**src/rtl/timer_ctrl_pkg.sv**
```systemverilog
// timer_ctrl_pkg: command opcodes and FSM state encodings shared by timer_ctrl and its bench
package timer_ctrl_pkg;
  typedef enum logic [1:0] {OP_START = 2'b00, OP_STOP = 2'b01, OP_PAUSE = 2'b10, OP_RESUME = 2'b11} op_e;
  typedef enum logic [1:0] {S_IDLE = 2'b00, S_RUN = 2'b01, S_PAUSE = 2'b10, S_DONE = 2'b11} state_e;
endpackage

```
**src/rtl/ctrl_bin_counter.sv**
```systemverilog
// ctrl_bin_counter: N-bit up-counter; clk, clr (sync to 0, wins), en (increment), q (count)
module ctrl_bin_counter #(
  parameter int N = 8
) (
  input  logic         clk,
  input  logic         clr,
  input  logic         en,
  output logic [N-1:0] q
);
  always_ff @(posedge clk) q <= clr ? '0 : en ? q + N'(1) : q;
endmodule

```
**src/rtl/timer_ctrl.sv**
```systemverilog
// timer_ctrl: command-driven timer FSM; clk, reset (sync active-low), cmd_valid/ready/op/period/oneshot in, q/busy/done/expire_tick/cmd_err out
module timer_ctrl
  import timer_ctrl_pkg::*;
#(
  parameter int N = 8
) (
  input  logic         clk,
  input  logic         reset,
  input  logic         cmd_valid,
  output logic         cmd_ready,
  input  logic [1:0]   cmd_op,
  input  logic [N-1:0] cmd_period,
  input  logic         cmd_oneshot,
  output logic [N-1:0] q,
  output logic         busy,
  output logic         done,
  output logic         expire_tick,
  output logic         cmd_err
);
  state_e         state_q;
  logic [N-1:0]   p_q;
  logic           oneshot_q;
  logic           cmd_err_q;
  logic           acc;
  logic           clr;
  logic           en;
  op_e            op;
  assign op          = op_e'(cmd_op);
  assign cmd_ready   = reset;
  assign acc         = cmd_valid & cmd_ready;
  assign expire_tick = (state_q == S_RUN) && (q == p_q);
  assign busy        = (state_q == S_RUN) || (state_q == S_PAUSE);
  assign done        = state_q == S_DONE;
  assign cmd_err     = cmd_err_q;
  assign clr = !reset || (acc && (op == OP_START || op == OP_STOP)) || (!acc && expire_tick && !oneshot_q);
  assign en  = !acc && state_q == S_RUN && !expire_tick;
  ctrl_bin_counter #(.N(N)) u_cnt (
    .clk (clk),
    .clr (clr),
    .en  (en),
    .q   (q)
  );
  always_ff @(posedge clk) begin
    if (!reset) begin
      state_q   <= S_IDLE;
      p_q       <= '0;
      oneshot_q <= 1'b0;
      cmd_err_q <= 1'b0;
    end else begin
      cmd_err_q <= acc && ((op == OP_PAUSE && state_q != S_RUN) || (op == OP_RESUME && state_q != S_PAUSE));
      if (acc && op == OP_START) begin
        p_q       <= cmd_period;
        oneshot_q <= cmd_oneshot;
      end
      state_q <= !acc ? ((expire_tick && oneshot_q) ? S_DONE : state_q)
               : op == OP_START ? S_RUN
               : op == OP_STOP ? S_IDLE
               : (op == OP_PAUSE && state_q == S_RUN) ? S_PAUSE
               : (op == OP_RESUME && state_q == S_PAUSE) ? S_RUN
               : state_q;
    end
  end
endmodule

```
**config.mk**
```make
export PLATFORM = sky130hd
export DESIGN_NAME = timer_ctrl
export DESIGN_NICKNAME = d
export VERILOG_FILES = /design/src/rtl/timer_ctrl_pkg.sv /design/src/rtl/ctrl_bin_counter.sv /design/src/rtl/timer_ctrl.sv
export SDC_FILE = /design/constraint.sdc
export NUM_CORES = 1
export LEC_CHECK = 0
export CORE_MARGIN = 4
export CORE_UTILIZATION = 40
export CTS_BUF_LIST = sky130_fd_sc_hd__clkbuf_4 sky130_fd_sc_hd__clkbuf_8 sky130_fd_sc_hd__clkbuf_16
export CTS_CLUSTER_DIAMETER = 150
export DETAILED_ROUTE_END_ITERATION = 10
export DONT_BUFFER_PORTS = 1
export GPL_TIMING_DRIVEN = 0
export SLEW_MARGIN = 20
export SYNTH_ARGS = -nofsm -noshare
export SYNTH_HDL_FRONTEND = slang
export SYNTH_SLANG_ARGS = --single-unit
```
**constraint.sdc**
```tcl
create_clock -name clk -period 1.7 [get_ports clk]
set_input_delay 0.085 -clock clk [delete_from_list [all_inputs] [get_ports clk]]
set_output_delay 0.085 -clock clk [all_outputs]
set_load 0.1 [all_outputs]
```
==> flow_metrics.tcl, run 1 <==
set metrics [dict create \
    areaGrowthSynthToFinish_pct 31.55 \
    htreeDepth 1 \
    die_h_um 57.59 \
    cap_violations 0 \
    yosys_warnings 0 \
    skew_ns 0.006496 \
    hold-path-cell-count 4 \
    cp.required_ns 1.89 \
    cts_tree "built" \
    final_layout_size_suffix_gt1_frac 0.2574 \
    netlist_area_um2 983.4 \
    syn_inst 120 \
    hold_viol 0 \
    total_power_uw 981.3 \
    status "finished with violations" \
    final_cell_mix "24 x nand2_1, 16 x o21ai_0, 12 x dfxtp_1, 11 x dlygate4sd3_1, 8 x dfxtp_4" \
    syn_area_per_cell_um2 8.195 \
    grt_pass1_wl_um 3719 \
    synth_mux_area_frac 0.02036 \
    antenna_cells 0 \
    grt_antenna_before_repair 0 \
    reg2regPathDepth 5 \
    worst_slew_pin_slew_ns 1.078 \
    fin_cells 164 \
    yosysSeqAreaShare 0.4071 \
    final_nets 155 \
    cts_buffer_depth 2 \
    crit_type "reg -> reg" \
    yosysUniqueCellTypes 28 \
    synth_compound_area_frac 0.1654 \
    dieArea_um2 3316 \
    hold_path.class "in -> reg" \
    rr_startpoint "u_cnt.q[5]$_SDFFE_PP0P_" \
    synth_xor_area_frac 0.08015 \
    initial_core_util 0.4321 \
    grt.overflow.total 0 \
    synthSimpleGateAreaFrac 0.2252 \
    clk_pin_slew_worst_paths_ns 0.12 \
    wl_per_cell_um 13.53 \
    cts_root_buf "clkbuf_4" \
    drt_wl_total_um 2219 \
    drc 0 \
    finalCritPeriodShare 1.332 \
    vias_per_cell 5.402 \
    grt_pass1_vias 832 \
    final_util 0.5684 \
    critPathLaunchType "flip-flop" \
    synth_seq_cells 20 \
    end_kind "flip-flop" \
    synth_nets 138 \
    worstPathMaxFanout 8 \
    ir_worst_vdd_v 0.0005076 \
    leakage_nw 0.4538 \
    dp_hpwl_um 1629 \
    yosysTopAreaCell "dfxtp_1" \
    postRouteAntennaNets 0 \
    grt_max_degree 12 \
    rows 17 \
    track_usage 0.1425 \
    cellPowerDensity_nw_per_um2 758.5 \
    finalSetupViolCount 11 \
    cts_buffers 3 \
    synth_top_family_by_area "simple AND/OR/NAND/NOR gates" \
    hp-start "cmd_op[1]" \
    startpoint "u_cnt.q[5]$_SDFFE_PP0P_" \
    synthTopCellsByArea "dfxtp_1 41%, nand2_1 9.2%, o21ai_0 8.1%" \
    dieWidth_um 57.59 \
    place_congestion 0.8292 \
    slew_viol_final 0 \
    insertion_delay_ns 0.30 \
    drt_iter0_markers 23 \
    worstPathArrival_ns 2.46 \
    drt_first_pass_iters 4 \
    portBuffers 0 \
    synthAdderAreaFrac 0.05089 \
    cts_sinks 20 \
    violations "negative setup slack" \
    maxSlewHeadroom 0.2791 \
    vias 886 \
    placed_cells 148 \
    layout_commonest_cell "nand2_1" \
    io_pins 27 \
    core_area_um2 2276 \
    setup_slack_ns -0.5640 \
    max_freq_ghz 0.4417 \
    rsz0062_at_grt "yes" \
    yosysTopAreaCellShare 0.4071 \
    fin_crit_ns 2.264 \
]
[cells by family (layout without fill, tap and decap cells)]
family / after synthesis / count (layout)
AO/OA/AOI/OAI: 28 / 28
XOR/XNOR: 9 / 9
adder cells (fa/ha/maj): 4 / 4
buffers and inverters: 10 / 26
flip-flops: 20 / 20
multiplexers: 2 / 2
AND/OR/NAND/NOR: 47 / 47
[layout make-up]
cell class / count / area, um2
tap: 28 / 35.03
sequential: 20 / 430.4
inverter: 6 / 26.28
multi-input combinational: 90 / 620.6
timing repair buffer: 12 / 117.6
clock buffer: 4 / 36.28
fill: 207 / 982.2
buffer: 4 / 27.53
[sequential cells by signal, summed over array words and instances, names as in the netlist]
name,cells
state_q,2
cmd_err,1
oneshot_q,1
p_q,8
u_cnt.q,8
[power by group]
| part | internal, mW | total, mW | leakage (nW) | switching [mW] |
|---|---|---|---|---|
| Clock | 0.131 | 0.281 | 0.0210 | 0.150 |
| Sequential | 0.472 | 0.509 | 0.169 | 0.0373 |
| Combinational | 0.0663 | 0.192 | 0.264 | 0.125 |
[metrics by stage]
| stage | setup TNS, ns | cell area, um2 | hold WS [ns] | setup WS, ns |
|---|---|---|---|---|
| 2_1_floorplan | -4.602 | 1025 | 0.1936 | -0.4872 |
| 6_report | -5.932 | 1294 | 0.05156 | -0.5640 |
| 3_5_place_dp | -6.625 | 1060 | 0.2010 | -0.7034 |
| 5_1_grt | -7.027 | 1294 | 0.05420 | -0.6641 |
| 3_3_place_gp | -6.123 | 1060 | 0.1975 | -0.6445 |
| 4_1_cts | -6.382 | 1255 | 0.04700 | -0.5989 |
[synth_stat cells]
library cell,number
o211ai_1,1
inv_1,6
a31oi_1,2
nor2_1,3
nand3_1,5
ha_1,4
o221ai_1,1
mux2i_1,2
buf_2,1
clkbuf_1,1
buf_4,1
nand2_1,24
nand4_1,1
dfxtp_1,20
and2_1,1
and3_1,2
or3_1,7
nand3_2,1
nor2b_1,1
o31ai_2,1
o21ai_0,16
buf_6,1
xnor2_1,8
nor3_1,2
a21oi_1,5
a21oi_2,1
a21o_1,1
xor2_1,1
[what timing repair did]
action / CTS / global route
hold endpoints to repair: 11 / 0
setup endpoints to repair: 12 / 12
gates cloned: 0 / 0
setup buffers: 1 / 0
hold buffers: 11 / 0
gates resized for setup: 7 / 9
pin swaps: 4 / 7
[layer usage]
metal / up-vias / share of wire / wire [um] / GRT usage
met5: - / 0 / 0 / 0
met4: 0 / 0.023 / 51 / 0.06954
met3: 6 / 0.064 / 143 / 0.03394
met2: 31 / 0.48 / 1076 / 0.2387
met1: 402 / 0.43 / 947 / 0.1689
li1: 447 / - / - / -
[worst paths after layout]
path / end / slack, ns
max: u_cnt.q[3]$_SDFFE_PP0P_ / -0.56
min: state_q[1]$_SDFFE_PN0P_ / 0.05
max reg2reg: u_cnt.q[3]$_SDFFE_PP0P_ / -0.56
min reg2reg: p_q[7]$_SDFFE_PN0P_ / 0.48
[worst max-delay path, stage by stage, from the launching register on]
cell     delay [ns]
dfxtp_4        0.59
xnor2_2        0.16
nand4_1        0.18
nor3_4         0.86
a21o_4         0.32
a21oi_2        0.04
No activity file was read; power rests on OpenSTA's default activity.
==> run 2, diff against run 1 <==
PLACE_DENSITY = 0.61   (was not set)
==> run 2 against run 1 <==
The run still ends with negative setup slack left; hold slack better by 0.0091 ns; clock power down 14%; first-iteration DRC count down 22%; sequential share of layout area up 0.79 points; highest routed layer unchanged.
==> flow_metrics.tcl, run 2 (synthesis results as in run 1) <==
set metrics [dict create \
    status "finished with violations" \
    violations "negative setup slack" \
    drt_iter0_markers 18 \
    critPathLaunchType "flip-flop" \
    end_kind "flip-flop" \
    layout_commonest_cell "nand2_1" \
    worstPathMaxFanout 8 \
    core_area_um2 2276 \
    design_area_um2 1264 \
    insertion_delay_ns 0.30 \
    areaGrowthSynthToFinish_pct 28.50 \
    ir_worst_vdd_v 0.0003899 \
    finalCritPeriodShare 1.322 \
    drt_wl_total_um 2109 \
    cts_tree "built" \
    clk_pin_slew_worst_paths_ns 0.11 \
    finalSetupViolCount 11 \
    netSwitchingPower_uw 294.4 \
    drc 0 \
    cellPowerDensity_nw_per_um2 745.4 \
    met3WireLength_um 154 \
    antenna_cells 0 \
    crit_type "reg -> reg" \
    total_power_uw 941.9 \
    slew_viol_final 0 \
    wl_met1_um 959 \
    dp_slack_ns -0.6677 \
    vias_per_cell 5.297 \
    rsz0062_at_grt "yes" \
    dpl_cell_area_um2 1060 \
    track_usage 0.1388 \
    postRouteAntennaNets 0 \
    maxSlewHeadroom 0.2779 \
    cap_violations 0 \
    io_pins 27 \
    wl_per_cell_um 12.78 \
    dp_hpwl_um 1561 \
    switching_share 0.3126 \
    dieArea_um2 3316 \
    maxUsedRoutingLayer "met4" \
    grt_pass1_vias 822 \
    htreeDepth 1 \
    place_congestion 0.7967 \
    power_frac_seq 0.539 \
    skew_ns 0.01067 \
    initial_core_util 0.4321 \
    drt_first_pass_iters 4 \
    vias 874 \
    dieWidth_um 57.59 \
    hold_viol 0 \
    power.internal_uw 647.5 \
    p_clk_frac 0.257 \
    die_h_um 57.59 \
    cts_buffer_depth 2 \
    grt_antenna_before_repair 0 \
    final_nets 156 \
    leakage_nw 0.4564 \
    top_regs "p_q (8), u_cnt.q (8), state_q (2)" \
    grt.overflow.total 0 \
    worst_slew_pin_slew_ns 1.080 \
    grt_max_degree 12 \
    final_layout_size_suffix_gt1_frac 0.2044 \
    final_cell_mix "24 x nand2_1, 16 x o21ai_0, 12 x dfxtp_1, 11 x dlygate4sd3_1, 8 x dfxtp_4" \
    cts_sinks 20 \
    portBuffers 0 \
    rows 17 \
    setup_slack_ns -0.5466 \
    cts_root_buf "clkbuf_4" \
    worstPathArrival_ns 2.44 \
    cts_buffers 3 \
    whs_ns 0.06061 \
    dr_wl_met2_um 984 \
    max_freq_ghz 0.4451 \
    grt_pass1_wl_um 3670 \
    fin_crit_ns 2.247 \
    cp.required_ns 1.89 \
    hold_path.class "in -> reg" \
    power_frac_comb 0.204 \
]
run 2: changes by cell type in the layout (fill, tap and decap cells not counted):
cell	previous run	this run
nor2_2	2	0
clkbuf_8	1	0
a21oi_2	6	1
a21oi_1	0	5
buf_4	2	3
xnor2_2	6	5
xnor2_1	2	3
clkbuf_4	3	4
nor2_1	1	3
run 2: per-stage QoR:
step	util	cells	setup TNS, ns
after detailed placement	0.4656	148	-6.341
after global placement	0.4656	148	-6.197
after floorplan	-	120	-4.602
final	0.5553	165	-5.748
after CTS	0.5520	165	-5.760
after global routing	0.5553	165	-6.488
run 2: layout make-up:
class                      instances  area (um2)
tap                               28       35.03
clock buffer                       4       30.03
fill                             209        1012
inverter                           6       26.28
timing repair buffer              13       125.1
buffer                             4       27.53
sequential                        20       430.4
multi-input combinational         90       589.3
run 2: per-layer routing:
metal  track usage  up-vias
met5             0        -
met4       0.02980        0
met3       0.06109        2
met2        0.2323       24
met1        0.1633      398
li1              -      450
run 2: final timing paths:
check	start	end	slack [ns]	cells past startpoint
hold / removal	cmd_op[1]	state_q[1]$_SDFFE_PN0P_	0.06	4
setup / recovery	u_cnt.q[2]$_SDFFE_PP0P_	u_cnt.q[1]$_SDFFE_PP0P_	-0.55	5
setup reg to reg	u_cnt.q[2]$_SDFFE_PP0P_	u_cnt.q[1]$_SDFFE_PP0P_	-0.55	5
hold reg to reg	p_q[1]$_SDFFE_PN0P_	p_q[1]$_SDFFE_PN0P_	0.48	2
run 2: timing repair:
item / 4_1_cts / 5_1_grt
gates cloned: 0 / 0
setup buffers: 2 / 0
gates resized for setup: 7 / 1
pin swaps: 4 / 0
endpoints found under the hold margin: 11 / 0
hold buffers: 11 / 0
setup endpoints to repair: 12 / 11
run 2: power by group through the flow:
stage               sequential (mW)  clock, mW  combinational, mW
global route                  0.510      0.277              0.207
global placement              0.517          0              0.151
finish                        0.508      0.242              0.192
detailed placement            0.517          0              0.154
floorplan                     0.513          0              0.139
CTS                           0.508      0.258              0.192
run 2: critical path, stage by stage, from the launching register on:
cell     delay [ns]
dfxtp_4        0.60
xnor2_2        0.16
nand3_2        0.13
nor3_4         0.90
a21o_4         0.29
nor2_1         0.05
==> run 3, diff against run 2 <==
BUFFER_PORTS_ARGS = -buffer_cell sky130_fd_sc_hd__buf_2   (was not set)
DONT_BUFFER_PORTS = not set   (was 1)
PLACE_DENSITY = 0.71   (was 0.61)
==> run 3 against run 2 <==
The run now ends clean; cell count rose by 15%; first-iteration DRC count fell by 11%; non-clock buffer count rose by 25; via count rose by 8.8%; count of clock-buffer cells in the layout did not move; worst setup slack improved by 0.56 ns; sequential share of layout area fell by 3.3 points; largest cell class unchanged; sequential power fell by 4.1%; fmax rose by 33%; global-route usage rose by 0.23 points; power rose by 12%.
==> flow_metrics.tcl, run 3 (synthesis results as in run 1) <==
set metrics [dict create \
    rows 17 \
    grt_max_degree 13 \
    grt.overflow.total 0 \
    vias 951 \
    leakage_nw 0.5905 \
    dpl_cell_area_um2 1190 \
    top_regs "p_q (8), u_cnt.q (8), state_q (2)" \
    switching_share 0.3006 \
    cts_buffer_depth 2 \
    finalSetupViolCount 0 \
    cp.required_ns 1.62 \
    hold-path-cell-count 3 \
    cts_tree "built" \
    final_layout_size_suffix_gt1_frac 0.3704 \
    rr_startpoint "p_q[4]$_SDFFE_PN0P_" \
    postRouteAntennaNets 0 \
    power.internal_uw 735.0 \
    skew_ns 0.002477 \
    drt_first_pass_iters 4 \
    vias_per_cell 5.005 \
    crit_chain "xnor2_2 -> nand4_1 -> nor3_4 -> buf_12" \
    drc 0 \
    power_frac_comb 0.229 \
    finalCritPeriodShare 0.9917 \
    worstPathArrival_ns 1.60 \
    die_h_um 57.59 \
    fillers 200 \
    hold-path-endpoint "p_q[0]$_SDFFE_PN0P_" \
    core_area_um2 2276 \
    dieWidth_um 57.59 \
    dp_hpwl_um 1724 \
    grt_pass1_vias 855 \
    worstPathMaxFanout 3 \
    status "complete, no violations" \
    critPathSlowestCell "dfxtp_2" \
    dieArea_um2 3316 \
    grt_antenna_before_repair 0 \
    final_nets 181 \
    total_power_mw 1.051 \
    drt_iter0_markers 16 \
    grt_pass1_wl_um 3732 \
    cts_buffers 3 \
    hold_path.class "in -> reg" \
    final_cell_mix "26 x buf_2, 23 x nand2_1, 16 x o21ai_0, 9 x dlygate4sd3_1, 8 x dfxtp_4" \
    hp-start "reset" \
    antenna_cells 0 \
    worst_slew_pin_slew_ns 0.8684 \
    clk_pin_slew_worst_paths_ns 0.11 \
    insertion_delay_ns 0.30 \
    place_congestion 0.7456 \
    crit_type "reg -> out" \
    design_area_um2 1418 \
    hold_viol 0 \
    seqCellArea_um2 436.7 \
    multi_input_area_um2 590.6 \
    cts_root_buf "clkbuf_4" \
    ir_worst_vdd_v 0.0005957 \
    track_usage 0.1411 \
    layout_commonest_cell "buf_2" \
    htreeDepth 1 \
    rsz0062_at_grt "yes" \
    whs_ns 0.08058 \
    cts_sinks 20 \
    max_stage_delay_ns 0.35 \
    reg2reg_setup_slack_ns 0.09 \
    fin_crit_ns 1.686 \
    slew_viol_final 0 \
    portBuffers 26 \
    maxSlewHeadroom 0.4166 \
    cellPowerDensity_nw_per_um2 741.4 \
    cap_violations 0 \
    p_clk_frac 0.308 \
    netSwitchingPower_uw 316.0 \
    io_pins 27 \
    max_freq_ghz 0.5931 \
    areaGrowthSynthToFinish_pct 44.15 \
    wl_per_cell_um 11.74 \
    power_frac_seq 0.463 \
    reg2regPathDepth 5 \
    end_kind "primary output" \
    critPathLaunchType "flip-flop" \
    initial_core_util 0.4321 \
    reg2reg_to "u_cnt.q[3]$_SDFFE_PP0P_" \
    drt_wl_total_um 2231 \
]
[run 3: cell count changes in the layout (fill, tap and decap cells not counted), moves of 2 or more]
cell	change
dlygate4sd3_1	-2
dfxtp_2	+5
dfxtp_1	-5
buf_2	+25
[run 3: layer usage]
| layer | share of wire | routed length [um] | vias up | track usage |
|---|---|---|---|---|
| met5 | 0 | 0 | - | 0 |
| met4 | 0.010 | 23 | 0 | 0.02980 |
| met3 | 0.053 | 118 | 4 | 0.05430 |
| met2 | 0.49 | 1095 | 25 | 0.2258 |
| met1 | 0.45 | 995 | 425 | 0.1796 |
| li1 | - | - | 497 | - |
[run 3: layout make-up]
class,count,area share
repair buffers,38,0.1818
plain buffers,4,0.01942
inverters,6,0.01589
well taps,28,0.02471
flip-flops and latches,20,0.3080
clock buffers,4,0.03354
multi-input cells,90,0.4166
[run 3: worst max-delay path by stage]
| stage | startpoint | endpoint | slack [ns] | cells past startpoint |
|---|---|---|---|---|
| 6_report | p_q[4]$_SDFFE_PN0P_ | expire_tick | 0.01 | 4 |
| 5_1_grt | p_q[4]$_SDFFE_PN0P_ | expire_tick | -0.09 | 4 |
| 4_1_cts | state_q[1]$_SDFFE_PN0P_ | expire_tick | 0.003 | 5 |
| 3_5_place_dp | u_cnt.q[1]$_SDFFE_PP0P_ | u_cnt.q[1]$_SDFFE_PP0P_ | 0.02 | 6 |
| 3_3_place_gp | u_cnt.q[1]$_SDFFE_PP0P_ | u_cnt.q[1]$_SDFFE_PP0P_ | 0.06 | 6 |
| 2_1_floorplan | u_cnt.q[1]$_SDFFE_PP0P_ | u_cnt.q[0]$_SDFFE_PP0P_ | -0.49 | 5 |
[run 3: worst max-delay path, delay by kind of cell (launching register included)]
kind | cells | cell delay, ns
buf+inv | 1 | 0.21
flops | 1 | 0.35
xor+xnor | 1 | 0.16
simple gates | 2 | 0.58
[run 3: power groups by stage]
| stage | combinational, mW | clock (mW) | sequential (mW) |
|---|---|---|---|
| 6_report | 0.240 | 0.324 | 0.487 |
| 4_1_cts | 0.221 | 0.334 | 0.485 |
| 5_1_grt | 0.259 | 0.358 | 0.490 |
| 3_5_place_dp | 0.204 | 0 | 0.496 |
| 2_1_floorplan | 0.139 | 0 | 0.513 |
| 3_3_place_gp | 0.198 | 0 | 0.495 |
[run 3: stage by stage]
| stage | setup slack, ns | utilization | cells | setup TNS, ns |
|---|---|---|---|---|
| finish | 0.01403 | 0.6229 | 190 | 0 |
| global route | -0.09421 | 0.6229 | 190 | -0.2063 |
| CTS | 0.002615 | 0.5844 | 187 | 0 |
| detailed placement | 0.02249 | 0.5228 | 174 | 0 |
| global placement | 0.05901 | 0.5228 | 174 | 0 |
| floorplan | -0.4872 | - | 120 | -4.602 |
[run 3: what timing repair did]
| item | CTS | global route |
|---|---|---|
| cloned | 0 | 0 |
| endpoints found under the hold margin | 9 | 0 |
| hold buffers | 9 | 0 |
| pin swaps | 0 | 6 |
| setup buffers | 0 | 3 |
| setup endpoints to repair | 1 | 9 |
| gates resized for setup | 1 | 16 |
